### src/rtl/ysyx_22040931_ifu_fetch_buf.sv
// Fetch unit with a credit-limited instruction buffer.
// Owns the fetch PC, drops stale responses after a redirect, feeds decode.
module ysyx_22040931_ifu_fetch_buf #(
    parameter int          PC_W     = 64,
    parameter int          INST_W   = 32,
    parameter logic [63:0] RESET_PC = 64'h8000_0000,
    parameter int          DEPTH    = 4
) (
    input  logic              clock,
    input  logic              reset,
    input  logic              redirect,
    input  logic [PC_W-1:0]   redirect_pc,
    input  logic              stall,
    output logic              imem_req_valid,
    input  logic              imem_req_ready,
    output logic [PC_W-1:0]   imem_req_addr,
    input  logic              imem_rsp_valid,
    input  logic [INST_W-1:0] imem_rsp_data,
    output logic              out_valid,
    input  logic              out_ready,
    output logic [PC_W-1:0]   out_pc,
    output logic [INST_W-1:0] out_inst
);

    localparam int CW = $clog2(DEPTH + 1);
    localparam int AW = $clog2(DEPTH);
    localparam logic [PC_W-1:0] W_RST_PC = RESET_PC[PC_W-1:0];

    logic [PC_W-1:0]   r_fetch_pc;
    logic [PC_W-1:0]   r_rsp_pc;
    logic [CW-1:0]     r_inflight;
    logic [CW-1:0]     r_drop_cnt;
    logic [CW-1:0]     r_count;
    logic [AW-1:0]     r_head;
    logic [AW-1:0]     r_tail;
    logic [PC_W-1:0]   r_pc_q   [DEPTH];
    logic [INST_W-1:0] r_inst_q [DEPTH];

    logic [CW:0] w_credit;
    logic        w_req_fire;
    logic        w_rsp;
    logic        w_push;
    logic        w_pop;

    assign w_credit = {1'b0, r_inflight} + {1'b0, r_count};

    assign imem_req_valid = ~reset & ~stall & ~redirect
                          & (w_credit < (CW + 1)'(DEPTH));
    assign imem_req_addr  = r_fetch_pc;
    assign w_req_fire     = imem_req_valid & imem_req_ready;

    // A response with nothing outstanding is a protocol error and is ignored
    assign w_rsp  = imem_rsp_valid & (r_inflight != '0);
    assign w_push = w_rsp & (r_drop_cnt == '0) & ~redirect;

    assign out_valid = (r_count != '0);
    assign out_pc    = r_pc_q[r_head];
    assign out_inst  = r_inst_q[r_head];
    assign w_pop     = out_valid & out_ready;

    always_ff @(posedge clock or posedge reset) begin
        if (reset) begin
            r_fetch_pc <= W_RST_PC;
            r_rsp_pc   <= W_RST_PC;
            r_inflight <= '0;
            r_drop_cnt <= '0;
            r_count    <= '0;
            r_head     <= '0;
            r_tail     <= '0;
        end else if (redirect) begin
            // Everything still outstanding, minus this cycle's answer, is stale
            r_fetch_pc <= redirect_pc;
            r_rsp_pc   <= redirect_pc;
            r_inflight <= r_inflight - CW'(w_rsp);
            r_drop_cnt <= r_inflight - CW'(w_rsp);
            r_count    <= '0;
            r_head     <= '0;
            r_tail     <= '0;
        end else begin
            if (w_req_fire)
                r_fetch_pc <= r_fetch_pc + PC_W'(4);
            if (w_push) begin
                r_rsp_pc <= r_rsp_pc + PC_W'(4);
                r_tail   <= r_tail + AW'(1);
            end
            if (w_rsp && r_drop_cnt != '0)
                r_drop_cnt <= r_drop_cnt - CW'(1);
            if (w_pop)
                r_head <= r_head + AW'(1);
            r_inflight <= r_inflight + CW'(w_req_fire) - CW'(w_rsp);
            r_count    <= r_count + CW'(w_push) - CW'(w_pop);
        end
    end

    always_ff @(posedge clock or posedge reset) begin
        if (reset) begin
            for (int i = 0; i < DEPTH; i++) begin
                r_pc_q[i]   <= '0;
                r_inst_q[i] <= '0;
            end
        end else if (w_push) begin
            r_pc_q[r_tail]   <= r_rsp_pc;
            r_inst_q[r_tail] <= imem_rsp_data;
        end
    end

endmodule

### config.mk
export PLATFORM = sky130hd
export DESIGN_NAME = ysyx_22040931_ifu_fetch_buf
export DESIGN_NICKNAME = d
export VERILOG_FILES = /design/src/rtl/ysyx_22040931_ifu_fetch_buf.sv
export SDC_FILE = /design/constraint.sdc
export NUM_CORES = 1
export LEC_CHECK = 0
export CORE_MARGIN = 2
export CORE_UTILIZATION = 44
export DETAILED_ROUTE_END_ITERATION = 8
export SLEW_MARGIN = 20
export SYNTH_ARGS = -nofsm -noshare
export SYNTH_HDL_FRONTEND = slang
export SYNTH_SLANG_ARGS = --single-unit
### constraint.sdc
create_clock -name clock -period 26.3 [get_ports clock]
set_input_delay 6.575 -clock clock [delete_from_list [all_inputs] [get_ports clock]]
set_output_delay 6.575 -clock clock [all_outputs]
set_load 0.02 [all_outputs]
# Word-level counts from Yosys, hierarchy flattened

Cells that the tools add are included.

Reduce and logical (&&, ||, !) cells: 10
Magnitude comparators: 4
Mux-type cells: 24
$add $sub $neg: 11
Bitwise operators: 13

Operators with widths:

| operator              | count |
|---|---|
| $mux 64               | 7 |
| $bwmux 256            | 1 |
| $add 64x3->64 const B | 2 |
| $bmux 64 s2           | 1 |
| $bwmux 128            | 1 |
| $demux 64 s2          | 1 |
| $mux 32               | 3 |
| $bmux 32 s2           | 1 |
| $demux 32 s2          | 1 |
| $mux 3                | 4 |
| $reduce_bool 3->1     | 3 |
| $sub 3x1->3           | 3 |
| $and 1x1->1           | 8 |
| $mux 2                | 4 |
| $reduce_bool 2->1     | 4 |
| $add 3x1->3           | 2 |
| $ge 3x3->1 const B    | 2 |
| $not 2->3             | 2 |
| $add 2x1->2 const B   | 2 |
| $add 3x3->4           | 1 |
| $lt 4x3->1 const B    | 1 |
| $logic_not 3->1       | 1 |
| $lt 3x1->1 const B    | 1 |
| $not 1->1             | 3 |
| other kinds (2)       | 3 |

Output and inout bits: 162
Input bits: 103
Register bits: 525
Logic and storage cells: 77

# Logic depth before layout (Yosys ltp)

Depth after elaboration: 8
Mapped depth: 13

# Worst setup path before layout

OpenSTA, ideal clock, no wires.

Path type: input -> output
Start point: input port redirect
End point: output port imem_req_valid
Arrival time: 7.314 ns
Required time: 19.725 ns
Path slack: 12.411 ns
Path buffers: 1
Stages: 3
Cells stage by stage: buf_4 nor4_1 and3_1

Word-level cells in the longest chain between the ends: 3

RTL lines:

| element     | line | source |
|---|---|---|
| from (decl) | 11   | `input logic redirect,` |
| $not 1->1   | 47   | `assign imem_req_valid = ~reset & ~stall & ~redirect` |
| $and 1x1->1 | 47   |  |
| $and 1x1->1 | 48   | `& (w_credit < (CW + 1)'(DEPTH));` |
| to (decl)   | 14   | `output logic imem_req_valid,` |

No other way between the ends.

# Worst setup path after layout

Ends and elaborated chain as after synthesis.

==> metrics.csv <==
stage,metric,value,unit
timing,slew of the pin with the lowest slew margin,1.07,ns
job,Max Cap Viol,0,
timing,Setup Skew,0.0350,ns
drt,post-DR vias/cell,5.75,
floorplanning,Core ar.,55300,sq um
drt,DR DRC count,0,
clock_tree,post-CTS setup buffer count,0,
clock_tree,H-tree Lvls,2,
global_route,largest net degree at the start of global routing,130,
timing,setup tns final,0,ns
timing,period utilization,56.0,%
worst_setup_path,flop-to-flop setup slack,22.34,ns
worst_setup_path,Crit Path Class,input port to output pin,
global_route,initial antenna violation count,0,
logic_synthesis,largest area contributor in the netlist,dfrtp_1,
floorplanning,Die Height,241,um
clock_tree,Resize count post-CTS,0,
layout,footprint of the multi-input gates,10900,sq um
logic_synthesis,number of flops mapped to enable cells by yosys,0,
layout,Storage cell area,13100,sq um
layout,nets,2200,
worst_setup_path,critical path endpoint category,output pin,
clock_tree,CTS Buf Count,58,
timing,Max Slew Vio Count,0,
drt,drt pass-1 iters,7,
logic_synthesis,Post-Syn Nets,1985,
floorplanning,# IOs,265,
floorplanning,Die Span X,241,um
logic_synthesis,post-synthesis cell count,1864,
pwr,Cell Pwr Density,90.2,nW/um^2
timing,Max Freq,0.0678,GHz
clock_tree,clock root cell,clkbuf_16,
worst_setup_path,worst reg2reg startpoint,r_drop_cnt[0],
worst_setup_path,Crit Path Max Fanout,71,
floorplanning,initial core utilization,44.6,%
clock_tree,CTS tree,built,
global_route,vias in the first global route,17000,
layout,Area growth syn-to-layout,20.9,%
placement,Final HPWL DP,43200,um
layout,share of cells above drive strength 1,29.9,%
drt,WL per Instance,22.8,um
placement,routability cong.,0.880,
drt,DRT iter0 DRCs,1125,
worst_setup_path,RR Endpoint,r_inst_q[40],
worst_setup_path,required time of the critical path,19.72,ns
logic_synthesis,"Cell Area, Synth",24700,sq um
timing,Final setup viols,0,
pwr,leakage power,12.9,nW
pwr,Power Total,0.00269,W
clock_tree,# clock sinks,525,
floorplanning,std cell rows,86,
timing,relative slew slack,27.9,%
placement,DP Cell Count,2767,
logic_synthesis,"top cells by area, synth","dfrtp_1, mux2_2, mux4_2, nand2_1, o21ai_0",
worst_setup_path,"Cell Chain, Critical Path",buf_4 -> nor4_1 -> and3_1 -> clkdlybuf4s50_1,
pwr,peak supply drop,56.7,uV
drt,remaining antenna violation count,0,
timing,Final Hold Viols,0,
layout,Layout fillers,4677,
worst_setup_path,slowest CP cell,clkdlybuf4s50_1,
logic_synthesis,Post-synth top flop,dfrtp_1,
logic_synthesis,Yosys cell types,59,
timing,Tmin final,14.74,ns
floorplanning,die area,58000,sq um
worst_setup_path,Critical path origin,redirect,
global_route,first-pass GRT wire length,102000,um
timing,RSZ-0062 raised after global routing,false,
drt,Routed WL,65600,um
clock_tree,Worst-Skew Late Latency,0.62,ns
clock_tree,worst-case clock buffer depth,3,
logic_synthesis,Avg Synthesized Cell Area,13.2,sq um
global_route,Total GRT Usage,22.9,%
logic_synthesis,warnings from Yosys,0,
layout,Final Instance Count excl. Fillers,2875,
worst_hold_path,Hold Path Class,register to register,
logic_synthesis,Yosys reg bits,525,
logic_synthesis,part of the Yosys area used for sequential elements,53.2,%
worst_setup_path,CP endpoint,imem_req_valid,
logic_synthesis,top cell type's share of synthesized area,53.0,%
clock_tree,Worst-path clk slew,0.06,ns
worst_setup_path,CP Launch Type,input port,
placement,IO buf count,264,
run_status,status,"finished, final reports clean",
clock_tree,# hold bufs at CTS,0,
worst_setup_path,max incr delay on CP,0.62,ns
logic_synthesis,asr flop ratio synth,100,%
worst_setup_path,cells on worst reg2reg path,7,
global_route,GR Overflow Total,0,
worst_setup_path,Critical Path AT,8.16,ns
drt,Via Count,16500,
layout,final antenna diode count,0,
[logic make-up (layout without fill, tap and decap cells)]
family,Yosys count,count (layout),share of synthesized area [%]
xor gates and xnor gates,80,80,2.84
AOI/OAI and AO/OA,191,191,4.74
adders and majority gates,18,18,0.973
and+or+nand+nor,409,409,8.90
DFF,525,525,53.2
buffers and inverters,152,415,2.66
muxes,489,489,26.7
[sequential cells by signal, indices dropped and copies added, names as in the netlist]
| name | cells |
|---|---|
| imem_req_addr | 64 |
| r_count | 3 |
| r_drop_cnt | 3 |
| r_head | 2 |
| r_inflight | 3 |
| r_inst_q | 128 |
| r_pc_q | 256 |
| r_rsp_pc | 64 |
| r_tail | 2 |
[synth_stat cells, types with 28 or more instances]
cell / number
mux4_2: 96
clkbuf_1: 58
o211ai_1: 28
dfrtp_1: 523
nor2_1: 48
nand3_1: 69
xor2_1: 42
nand4_1: 33
xnor2_1: 38
o21ai_0: 99
buf_2: 43
nand2_1: 139
mux2_2: 391
[layout by cell type (no fill, tap or decap), drive strengths merged, types with 31 or more instances in the layout]
cell             n
mux2           391
nand2          140
o21ai          100
nor2            48
xor2            42
dfrtp          523
mux4            96
nand4           37
inv             31
xnor2           38
clkbuf          89
clkdlybuf4s50  263
nand3           72
[power by group]
group          leakage [nW]  switching, W  internal [W]
Sequential             6.92      0.000120      0.000945
Clock                 0.981      0.000338      0.000484
Combinational          5.01      0.000372      0.000433
Total                  12.9      0.000830       0.00186
[per-stage QoR]
stage / setup slack [ns] / hold WS, ns / instance area, sq um / utilization (%)
2_1_floorplan: 5.06 / 0.475 / 24700 / -
3_3_place_gp: 11.61 / 0.483 / 27900 / 50.4
3_5_place_dp: 11.53 / 0.490 / 27900 / 50.4
4_1_cts: 11.52 / 0.503 / 29800 / 53.9
5_1_grt: 11.40 / 0.512 / 29800 / 54.0
6_report: 11.56 / 0.499 / 29800 / 54.0
[worst min path at each step]
stage	from	to	slack (ns)	depth (start not counted)
final	r_pc_q[72]	r_pc_q[72]	0.50	1
after global routing	r_inst_q[38]	r_inst_q[38]	0.51	1
after CTS	r_pc_q[108]	r_pc_q[108]	0.50	1
after detailed placement	r_pc_q[119]	r_pc_q[119]	0.49	1
after global placement	r_pc_q[68]	r_pc_q[68]	0.48	1
after floorplan	r_inst_q[63]	r_inst_q[63]	0.48	1
[metal layers]
layer	global-route usage [%]	wire length, um	vias up
met4	6.45	1560	0
met2	35.6	30200	510
met5	0	0	-
li1	-	-	7275
met1	33.1	29800	8640
met3	4.00	4020	93
[critical path: cells and delay by family]
kind	cells	cell delay [ns]
buf+inv	2	0.93
simple gates	2	0.66
[final cells by class]
type	count	area share [%]
Inverter	29	0.390
Tap cell	748	3.14
Clock buffer	89	5.93
Clock inverter	19	0.654
Multi-Input combinational cell	1187	36.5
Timing Repair Buffer	278	9.29
Sequential cell	525	44.1
Power figures use the tool's default switching activity.
